### config.mk
export PLATFORM = sky130hd
export DESIGN_NAME = bit_mem_ctrl
export DESIGN_NICKNAME = d
export VERILOG_FILES = /design/src/rtl/bit_mem_ctrl.sv
export SDC_FILE = /design/constraint.sdc
export NUM_CORES = 1
export LEC_CHECK = 0
export CORE_MARGIN = 8
export CORE_UTILIZATION = 41
export CTS_CLUSTER_DIAMETER = 30
export DETAILED_ROUTE_END_ITERATION = 16
export GPL_TIMING_DRIVEN = 0
export MAX_ROUTING_LAYER = met4
export PLACE_DENSITY = 0.75
export SLEW_MARGIN = 20
export SYNTH_ARGS = -nofsm -noshare
export SYNTH_HDL_FRONTEND = slang
export SYNTH_SLANG_ARGS = --single-unit
### constraint.sdc
create_clock -name clk -period 2.2 [get_ports clk]
set_input_delay 0.33 -clock clk [delete_from_list [all_inputs] [get_ports clk]]
set_output_delay 0.33 -clock clk [all_outputs]
set_load 0.05 [all_outputs]
### src/rtl/bit_mem_ctrl.sv
// bit_mem_ctrl: single-bit read / write / read-modify-write controller in
// front of a one-bit-wide memory. One request is serviced at a time. The
// memory-side strobes are Moore outputs, decoded from the registered state
// and the latched request only.
module bit_mem_ctrl #(
  parameter int ADDRWIDTH = 3
) (
  input  logic                 clk,
  input  logic                 rst_n,
  input  logic                 req_valid,
  output logic                 req_ready,
  input  logic [2:0]           req_op,
  input  logic [ADDRWIDTH-1:0] req_addr,
  input  logic                 req_data,
  output logic                 rsp_valid,
  output logic                 rsp_data,
  output logic                 rsp_err,
  output logic                 mem_cs,
  output logic                 mem_rw,
  output logic [ADDRWIDTH-1:0] mem_addr,
  output logic                 mem_din,
  input  logic                 mem_dout
);

  typedef enum logic [1:0] {
    IDLE,
    RD,
    WR,
    RSP
  } state_t;

  localparam logic [2:0] OP_READ  = 3'b000;
  localparam logic [2:0] OP_WRITE = 3'b001;
  localparam logic [2:0] OP_SET   = 3'b010;
  localparam logic [2:0] OP_CLR   = 3'b011;
  localparam logic [2:0] OP_CPL   = 3'b100;

  state_t                 state;
  state_t                 state_next;
  logic [2:0]             op_q;
  logic [ADDRWIDTH-1:0]   addr_q;
  logic                   data_q;
  logic                   old_q;
  logic                   handshake;
  logic                   op_q_illegal;
  logic                   wr_value;

  // The controller is only open for a new request while idle and out of reset.
  always_comb begin
    req_ready = (state == IDLE) && rst_n;
    handshake = req_valid && req_ready;
    op_q_illegal = (op_q > OP_CPL);
  end

  // State register; reset abandons any operation in flight.
  always_ff @(posedge clk) begin
    if (!rst_n) state <= IDLE;
    else        state <= state_next;
  end

  // Capture the request on the handshake edge and hold it for the whole operation.
  always_ff @(posedge clk) begin
    if (!rst_n) begin
      op_q   <= 3'b000;
      addr_q <= '0;
      data_q <= 1'b0;
    end else if (handshake) begin
      op_q   <= req_op;
      addr_q <= req_addr;
      data_q <= req_data;
    end
  end

  // The memory presents read data on the negedge inside RD, so sample it on the edge leaving RD.
  always_ff @(posedge clk) begin
    if (!rst_n)            old_q <= 1'b0;
    else if (state == RD)  old_q <= mem_dout;
  end

  // Sequencing: WRITE goes straight to the write cycle, RMW ops and READ read first,
  // illegal ops skip the memory entirely.
  always_comb begin
    state_next = state;
    case (state)
      IDLE: begin
        if (handshake) begin
          if (req_op == OP_WRITE)    state_next = WR;
          else if (req_op > OP_CPL)  state_next = RSP;
          else                       state_next = RD;
        end
      end
      RD: begin
        if (op_q == OP_READ) state_next = RSP;
        else                 state_next = WR;
      end
      WR:      state_next = RSP;
      RSP:     state_next = IDLE;
      default: state_next = IDLE;
    endcase
  end

  // Value to store: plain write data, or the modified copy of the bit that was just read.
  always_comb begin
    wr_value = 1'b0;
    case (op_q)
      OP_WRITE: wr_value = data_q;
      OP_SET:   wr_value = 1'b1;
      OP_CLR:   wr_value = 1'b0;
      OP_CPL:   wr_value = ~old_q;
      default:  wr_value = 1'b0;
    endcase
  end

  // Moore output decode for both the memory port and the response port.
  always_comb begin
    mem_cs    = 1'b1;
    mem_rw    = 1'b1;
    mem_din   = 1'b0;
    mem_addr  = addr_q;
    rsp_valid = 1'b0;
    rsp_data  = 1'b0;
    rsp_err   = 1'b0;
    case (state)
      RD: begin
        mem_cs = 1'b0;
        mem_rw = 1'b1;
      end
      WR: begin
        mem_cs  = 1'b0;
        mem_rw  = 1'b0;
        mem_din = wr_value;
      end
      RSP: begin
        rsp_valid = 1'b1;
        rsp_err   = op_q_illegal;
        if (op_q == OP_WRITE)  rsp_data = data_q;
        else if (!op_q_illegal) rsp_data = old_q;
      end
      default: ;
    endcase
  end

endmodule

Word-level counts from Yosys, hierarchy flattened
Index checks and enable logic that the tools add are counted.
- output and inout bits: 10
- word-level logic and storage cells: 35
- input bits: 11
- bits in registers: 10
- mux-type cells: 14
- bitwise operators: 1
- equality and inequality tests: 8
- order comparisons: 2
- reduce and logical (&&, ||, !) cells: 5
- operators with widths (kind ; count):
    1-bit 2-to-1 mux ; 9
    2-bit case mux with 4 select lines ; 1
    3-bit by 1-bit equality test with 1-bit output (second input constant) ; 2
    3-bit greater-than comparator (second input constant) ; 2
    2-bit 2-to-1 mux ; 3
    2-bit equality test (second input constant) ; 2
    3-bit by 2-bit equality test with 1-bit output (second input constant) ; 1
    3-bit equality test (second input constant) ; 1
    3-bit logical NOT ; 1
    1-bit case mux with 3 select lines ; 1
    2-bit by 1-bit equality test with 1-bit output (second input constant) ; 1
    1-bit logical AND ; 2
    2-bit logical NOT ; 1
    2-bit != test (second input constant) ; 1
    2-bit OR reduction ; 1
    1-bit inverter ; 1

Logic depth before layout (Yosys ltp)
Gate-level depths: netlist (run 1).
- depth after elaboration: 5
- mapped depth: 6
- mapped depth without buffers: 5

Worst setup path after synthesis (run 1)
No wires, ideal clock.
- path type: reg-to-output
- start point: register state[0]
- end point: output mem_din
- required time: 1870 ps
- data arrival time: 1617 ps
- path slack: 253 ps
- cell stages (with the launch flop): 5
- buffers on the path: 0
- cell sequence: dfxtp_1 -> inv_1 -> ha_1 -> inv_1 -> a21oi_1
- word-level cells in the longest chain between the ends: 2
- ends and longest elaborated chain (item ; RTL line ; RTL):
    start, declared ; 38 ; state_t state;
    start signal, assigned ; 58 ; else state <= state_next;
    2-bit equality test ; 123 ; case (state)
    1-bit 2-to-1 mux ; 123 ;
    end, declared ; 21 ; output logic mem_din,
No other way between the ends.

Worst setup path in the final report (run 1)
- start point: register state[1]
- end point: output rsp_err
- word-level cells in the longest chain between the ends: 2
- ends and longest elaborated chain (item ; RTL line ; RTL):
    2-bit equality test ; 123 ;
    1-bit 2-to-1 mux ; 123 ;
    end, declared ; 17 ; output logic rsp_err,
No other way between the ends.

==> metrics.md, run 1 <==
| Metric | Value |
|---|---|
| Max_slew headroom | `roughly 66%` |
| Slew @ Worst Pin | `a little over 500 ps` |
| CP arrival | `around 1800 ps` |
| Initial core utilization | `between 40% and 50%` |
| Crit end category | `primary output` |
| Final cell count without fillers | `roughly 110` |
| Top cell type by total area after synthesis | `dfxtp_1` |
| Initial antenna violation count | `0` |
| Slew Limit Fails | `0` |
| Logic gate share of total power | `between 50% and 60%` |
| Final setup violation count | `0` |
| Worst-Skew Late Latency | `~270 ps` |
| Reg power frac | `between 20% and 30%` |
| Global-route wire length before repair | `~2200 um` |
| Die area | `between 0.002 and 0.003 mm2` |
| Row count | `13` |
| Startpoint types | `flop` |
| Layout cells sized above 1 | `about 7.8%` |
| YS warnings | `0` |
| Largest net degree at the start of global routing | `11` |
| Worst EP required | `roughly 1900 ps` |
| Post-layout min period | `2160 ps` |
| Top cell type's share of synthesized area | `about 35%` |
| Sequential share of the synthesized area | `a little over a third` |
| Reg2Reg Depth | `5` |
| Post-detail-place hpwl | `a little over 1000 um` |
| Main area contributors after synthesis | `dfxtp_1 (35%), ha_1 (11%), a21oi_1 (8.0%)` |
| CTS Buffer Depth | `2` |
| Final design utilization | `between 60% and 70%` |
| RSZ-0062 raised after global routing | `no` |
| Critical path peak fanout | `4` |
| Placed Area | `774 um2` |
| Worst IR drop on VDD | `slightly above 0.9 mV` |
| Flops & latches, synth | `10` |
| Status | `completed` |
| Synth Cell Area | `about 570 um2` |
| Area growth syn-to-layout | `42.7%` |
| Placed Cells incl. Taps | `a little over 100` |
| Fill count | `approximately 130` |
| Clk pwr share | `16.4%` |
| Routed vias | `approximately 530` |
| Nets@finish | `about 110` |
| Crit path launch | `state[1]` |
| Sw power | `roughly 0.49 mW` |
| Power Dens Cells | `around 1300 mW/mm2` |
| Final setup TNS | `0 ps` |
| GRT Total Usage | `between 10% and 20%` |
| Total core area | `around 0.0013 mm2` |
| Max-cap violation count | `0` |
| Cells after synthesis | `68` |
| # IOs | `21` |
| TritonCTS clock tree | `built` |
| Syn_area_per_cell | `approximately 8.3 um2` |
| # H-tree levels | `1` |
| First-pass iteration count of the detailed router | `4` |
| Initial DRC count | `4` |
| RD Place Congestion | `roughly 0.80` |
| Vias in the first global route | `between 500 and 600` |
| Syn nets | `84` |
| Final hold vios | `0` |
| Crit share post-route | `between 90% and 100%` |
| Clock slew at reported path FFs | `approximately 70 ps` |
| EDFF count, synth | `0` |
| Clock Sinks | `10` |
| CTS buffer count | `3` |
| RR Startpoint | `state[1]` |
| Hold_buf cts | `0` |
| Post-synth cell types | `23` |
| DR WL/cell | `roughly 13 um` |
| Design Area, Final | `807 um2` |
| Total Power | `slightly above 1 mW` |
| Class of the worst hold path | `reg2reg` |
| GRT overflow | `0` |
| I/O Buffers | `19` |
| DR DRC count | `0` |
| Internal | `0.546 mW` |
| CP Class | `reg2out` |
| Top_reg_cell synth | `dfxtp_1` |
| Pleak | `roughly 0.34 nW` |
| Hold path startpoint | `mem_addr[1]` |
| Worst hold stages | `2` |
| CTS root buf | `clkbuf_4` |
| Maximum clock frequency | `around 460 MHz` |
| Async S/R FF share, synth | `0%` |
| Switching share of power | `47.4%` |
| Die Ht | `53.1 um` |
| ANT nets after route | `0` |
| Routed vias/inst | `between 5 and 6` |
| Antenna diode count | `0` |
| Clock Skew | `~1.2 ps` |
| Die X-Extent | `roughly 53 um` |
| Post-Route WL | `~1300 um` |
==> cell families (layout without fill, tap and decap cells) <==
logic type / after synthesis / after routing / synth area share, %
buffers and inverters: 7 / 29 / 4.65
and+or+nand+nor: 28 / 28 / 25.0
adders and majority gates: 5 / 5 / 11.1
muxes: 3 / 3 / 5.31
DFF: 10 / 10 / 35.4
AOI/OAI and AO/OA: 15 / 15 / 18.6
==> worst max-delay path, stage by stage, from the launching register on <==
cell	delay [ps]
dfxtp_1	390
ha_1	210
o211a_1	170
clkdlybuf4s50_1	800
==> area by class of cell <==
type                    count  area [um2]  share of cell area, %
repair buffers             19         190                   23.6
plain buffers               1        3.75                  0.465
well taps                  15        18.8                   2.33
flip-flops and latches     10         200                   24.8
clock buffers               4        36.3                   4.50
multi-input cells          51         339                   42.0
inverters                   5        18.8                   2.33
==> path summary, 6_finish.rpt <==
check | endpoint | slack, ps
setup / recovery | rsp_err | 40
hold / removal | mem_addr[1] | 460
setup reg to reg | state[0] | 530
hold reg to reg | mem_addr[1] | 460
==> cells in the final DEF (no fill, tap or decap), types with 2 or more instances in the layout <==
cell,synthesis,final
mux2i_1,3,3
dlygate4sd2_1,0,3
clkdlybuf4s50_1,0,14
nand3_1,7,7
ha_1,5,5
nor2_1,3,3
clkbuf_4,0,3
dfxtp_1,10,10
and2_1,2,2
nand2_1,10,10
inv_1,4,4
a21oi_1,9,9
==> registers in the layout, indices dropped and copies added (netlist names) <==
register	cells
op_q	3
state	2
data_q	1
mem_addr	3
old_q	1
==> synthesized netlist by cell type (all sizes together) (2+ instances only) <==
library cell and instances:
dfxtp 10, nand2 10, a21oi 9, nand3 7, ha 5, inv 4, mux2i 3, nor2 3
and2 2, clkbuf 2
==> through the flow <==
stage,hold WS [ps],setup slack (ps)
after floorplan,436,253
after global placement,442,-16.3
after detailed placement,450,-41.5
after CTS,459,8.21
after global routing,484,7.36
final,461,41.3
==> layer usage <==
metal  up-vias  GRT usage [%]  share of wire, %
li1        280              -                 -
met1       237           13.4                49
met2        17           15.6                45
met3         0           3.36               5.7
met4         0           3.78                 0
met5         -              -                 0
==> power by group through the flow <==
stage | clock network (mW) | registers [mW] | logic, mW
2_1_floorplan | 0 | 0.302 | 0.418
3_3_place_gp | 0 | 0.275 | 0.614
3_5_place_dp | 0 | 0.278 | 0.619
4_1_cts | 0.175 | 0.274 | 0.603
5_1_grt | 0.185 | 0.280 | 0.655
6_report | 0.170 | 0.274 | 0.593
==> what timing repair did <==
item	CTS	global route
setup buffers	0	0
resized for setup	6	1
setup endpoints to repair	4	2
hold endpoints to repair	0	0
Note: power is estimated with default switching activity, not from simulation.
==> run 2: changes to the inputs <==
--- a/config.mk
+++ b/config.mk
@@ -5,6 +5,7 @@
 export SDC_FILE = /design/constraint.sdc
 export NUM_CORES = 1
 export LEC_CHECK = 0
+export ABC_CLOCK_PERIOD_IN_PS = 2050
 export CORE_MARGIN = 8
 export CORE_UTILIZATION = 41
 export CTS_CLUSTER_DIAMETER = 30
==> constraint.sdc (replaced) <==
create_clock -name clk -period 2.05 [get_ports clk]
set_input_delay 0.3075 -clock clk [delete_from_list [all_inputs] [get_ports clk]]
set_output_delay 0.3075 -clock clk [all_outputs]
set_load 0.05 [all_outputs]
==> metrics.md, run 2 (synthesized netlist as in run 1, its figures left out) <==
| Metric | Value |
|---|---|
| # H-tree levels | `1` |
| Max_slew headroom | `around two thirds` |
| First-pass iteration count of the detailed router | `4` |
| Setup bufs post-CTS | `0` |
| GR Util met2 | `between 10% and 20%` |
| Global-route wire length before repair | `2250 um` |
| Post-detail-place hpwl | `slightly above 1000 um` |
| CP peak stage delay | `810 ps` |
| Placed Cells incl. Taps | `a little over 100` |
| Area growth syn-to-layout | `42.5%` |
| CTS root buf | `clkbuf_4` |
| Worst-Skew Late Latency | `approximately 270 ps` |
| Busiest grt layer | `met2` |
| Logic gate share of total power | `about 57%` |
| Post-Route WL | `1320 um` |
| Worst EP required | `between 1500 and 2000 ps` |
| Nets@finish | `108` |
| GRT met3 Usage | `3.36%` |
| RD Place Congestion | `0.801` |
| Final hold vios | `0` |
| Initial DRC count | `4` |
| Total core area | `0.00130 mm2` |
| Power Dens Cells | `around 1400 mW/mm2` |
| Slew @ Worst Pin | `between 500 and 600 ps` |
| GRT overflow | `0` |
| Initial antenna violation count | `0` |
| CTS buffer count | `3` |
| Maximum clock frequency | `about 500 MHz` |
| CTS Buffer Depth | `2` |
| Max-cap violation count | `0` |
| Layout cells sized above 1 | `a little over a tenth` |
| Hold_buf cts | `0` |
| Crit end category | `primary output` |
| Critical path peak fanout | `4` |
| Row count | `13` |
| Internal | `0.583 mW` |
| Worst IR drop on VDD | `0.923 mV` |
| Status | `completed` |
| Class of the worst hold path | `in2reg` |
| Slowest-stage cell, CP | `clkdlybuf4s50_1` |
| Pleak | `~0.33 nW` |
| TritonCTS clock tree | `built` |
| Cell Chain, Critical Path | `ha_1, clkdlybuf4s50_1` |
| Crit share post-route | `96.9%` |
| ANT nets after route | `0` |
| Sw power | `0.534 mW` |
| RSZ-0062 raised after global routing | `no` |
| Die X-Extent | `between 50 and 60 um` |
| # resized after CTS | `11` |
| Switching share of power | `47.8%` |
| # IOs | `21` |
| Final setup violation count | `0` |
| Post-layout min period | `1990 ps` |
| CP Class | `reg2out` |
| DR DRC count | `0` |
| Clock slew at reported path FFs | `approximately 70 ps` |
| Clk pwr share | `between 10% and 20%` |
| Total Power | `around 1.1 mW` |
| CP arrival | `about 1700 ps` |
| M1 GR Usage | `around 13%` |
| Clock Sinks | `10` |
| Slew Limit Fails | `0` |
| Antenna diode count | `0` |
| Reg power frac | `26.4%` |
| Largest net degree at the start of global routing | `11` |
| I/O Buffers | `19` |
| Initial core utilization | `43.5%` |
| Worst path top cell family by delay | `buffers and inverters` |
| Die Ht | `53.1 um` |
| Die area | `0.00282 mm2` |
| Clock Skew | `2.25 ps` |
| Bufs and invs on worst path | `1` |
| Final cell count without fillers | `~110` |
| Most common cell after layout, fill and taps aside | `clkdlybuf4s50_1` |
| Routed vias/inst | `between 5 and 6` |
| Routed vias | `~540` |
| DR WL/cell | `~12 um` |
| Vias in the first global route | `529` |
| Commonest non-fill, non-tap cells in the layout | `clkdlybuf4s50_1 (13), nand2_1 (10), dfxtp_1 (10), a21oi_1 (9), nand3_1 (7)` |
| Startpoint types | `flop` |
| GRT Total Usage | `10.7%` |
## run 2: path summary, 6_finish.rpt
check,from,endpoint,slack [ps],depth (start not counted)
setup reg to reg,state[1],state[0],380,5
hold / removal,req_valid,mem_addr[0],440,3
setup / recovery,state[1],rsp_valid,60,2
hold reg to reg,mem_addr[1],mem_addr[1],460,2
## run 2: layout make-up
| class | count | area (um2) |
|---|---|---|
| plain buffers | 2 | 8.76 |
| clock buffers | 4 | 36.3 |
| fillers | 128 | 495 |
| inverters | 5 | 18.8 |
| multi-input cells | 51 | 339 |
| flip-flops and latches | 10 | 200 |
| well taps | 15 | 18.8 |
| repair buffers | 19 | 184 |
## run 2: power by group through the flow
stage	clock network [mW]	registers, mW	logic, mW
2_1_floorplan	0	0.324	0.448
6_report	0.184	0.294	0.638
3_3_place_gp	0	0.296	0.659
4_1_cts	0.187	0.294	0.646
5_1_grt	0.198	0.300	0.703
3_5_place_dp	0	0.299	0.664
## run 2: worst register-to-register path: stages, from the launching register on
cell       delay, ps
dfxtp_1          350
inv_1            110
ha_1             200
or4b_1           460
a2111oi_2        370
a31o_1           130
## run 2: metal layers
metal	part of all wire [%]	vias to the layer above
li1	-	282
met1	49	235
met2	44	18
met3	5.8	2
met4	1.4	0
met5	0	-
## run 2: stage by stage
step | hold slack (ps) | setup slack, ps | utilization [%] | area [um2] | setup TNS, ps
4_1_cts | 437 | 24.4 | 62.2 | 810 | 0
3_3_place_gp | 442 | -144 | 59.5 | 774 | -144
2_1_floorplan | 436 | 126 | - | 566 | 0
5_1_grt | 479 | 22.9 | 61.9 | 806 | 0
6_report | 439 | 63.5 | 61.9 | 806 | 0
3_5_place_dp | 450 | -169 | 59.5 | 774 | -171
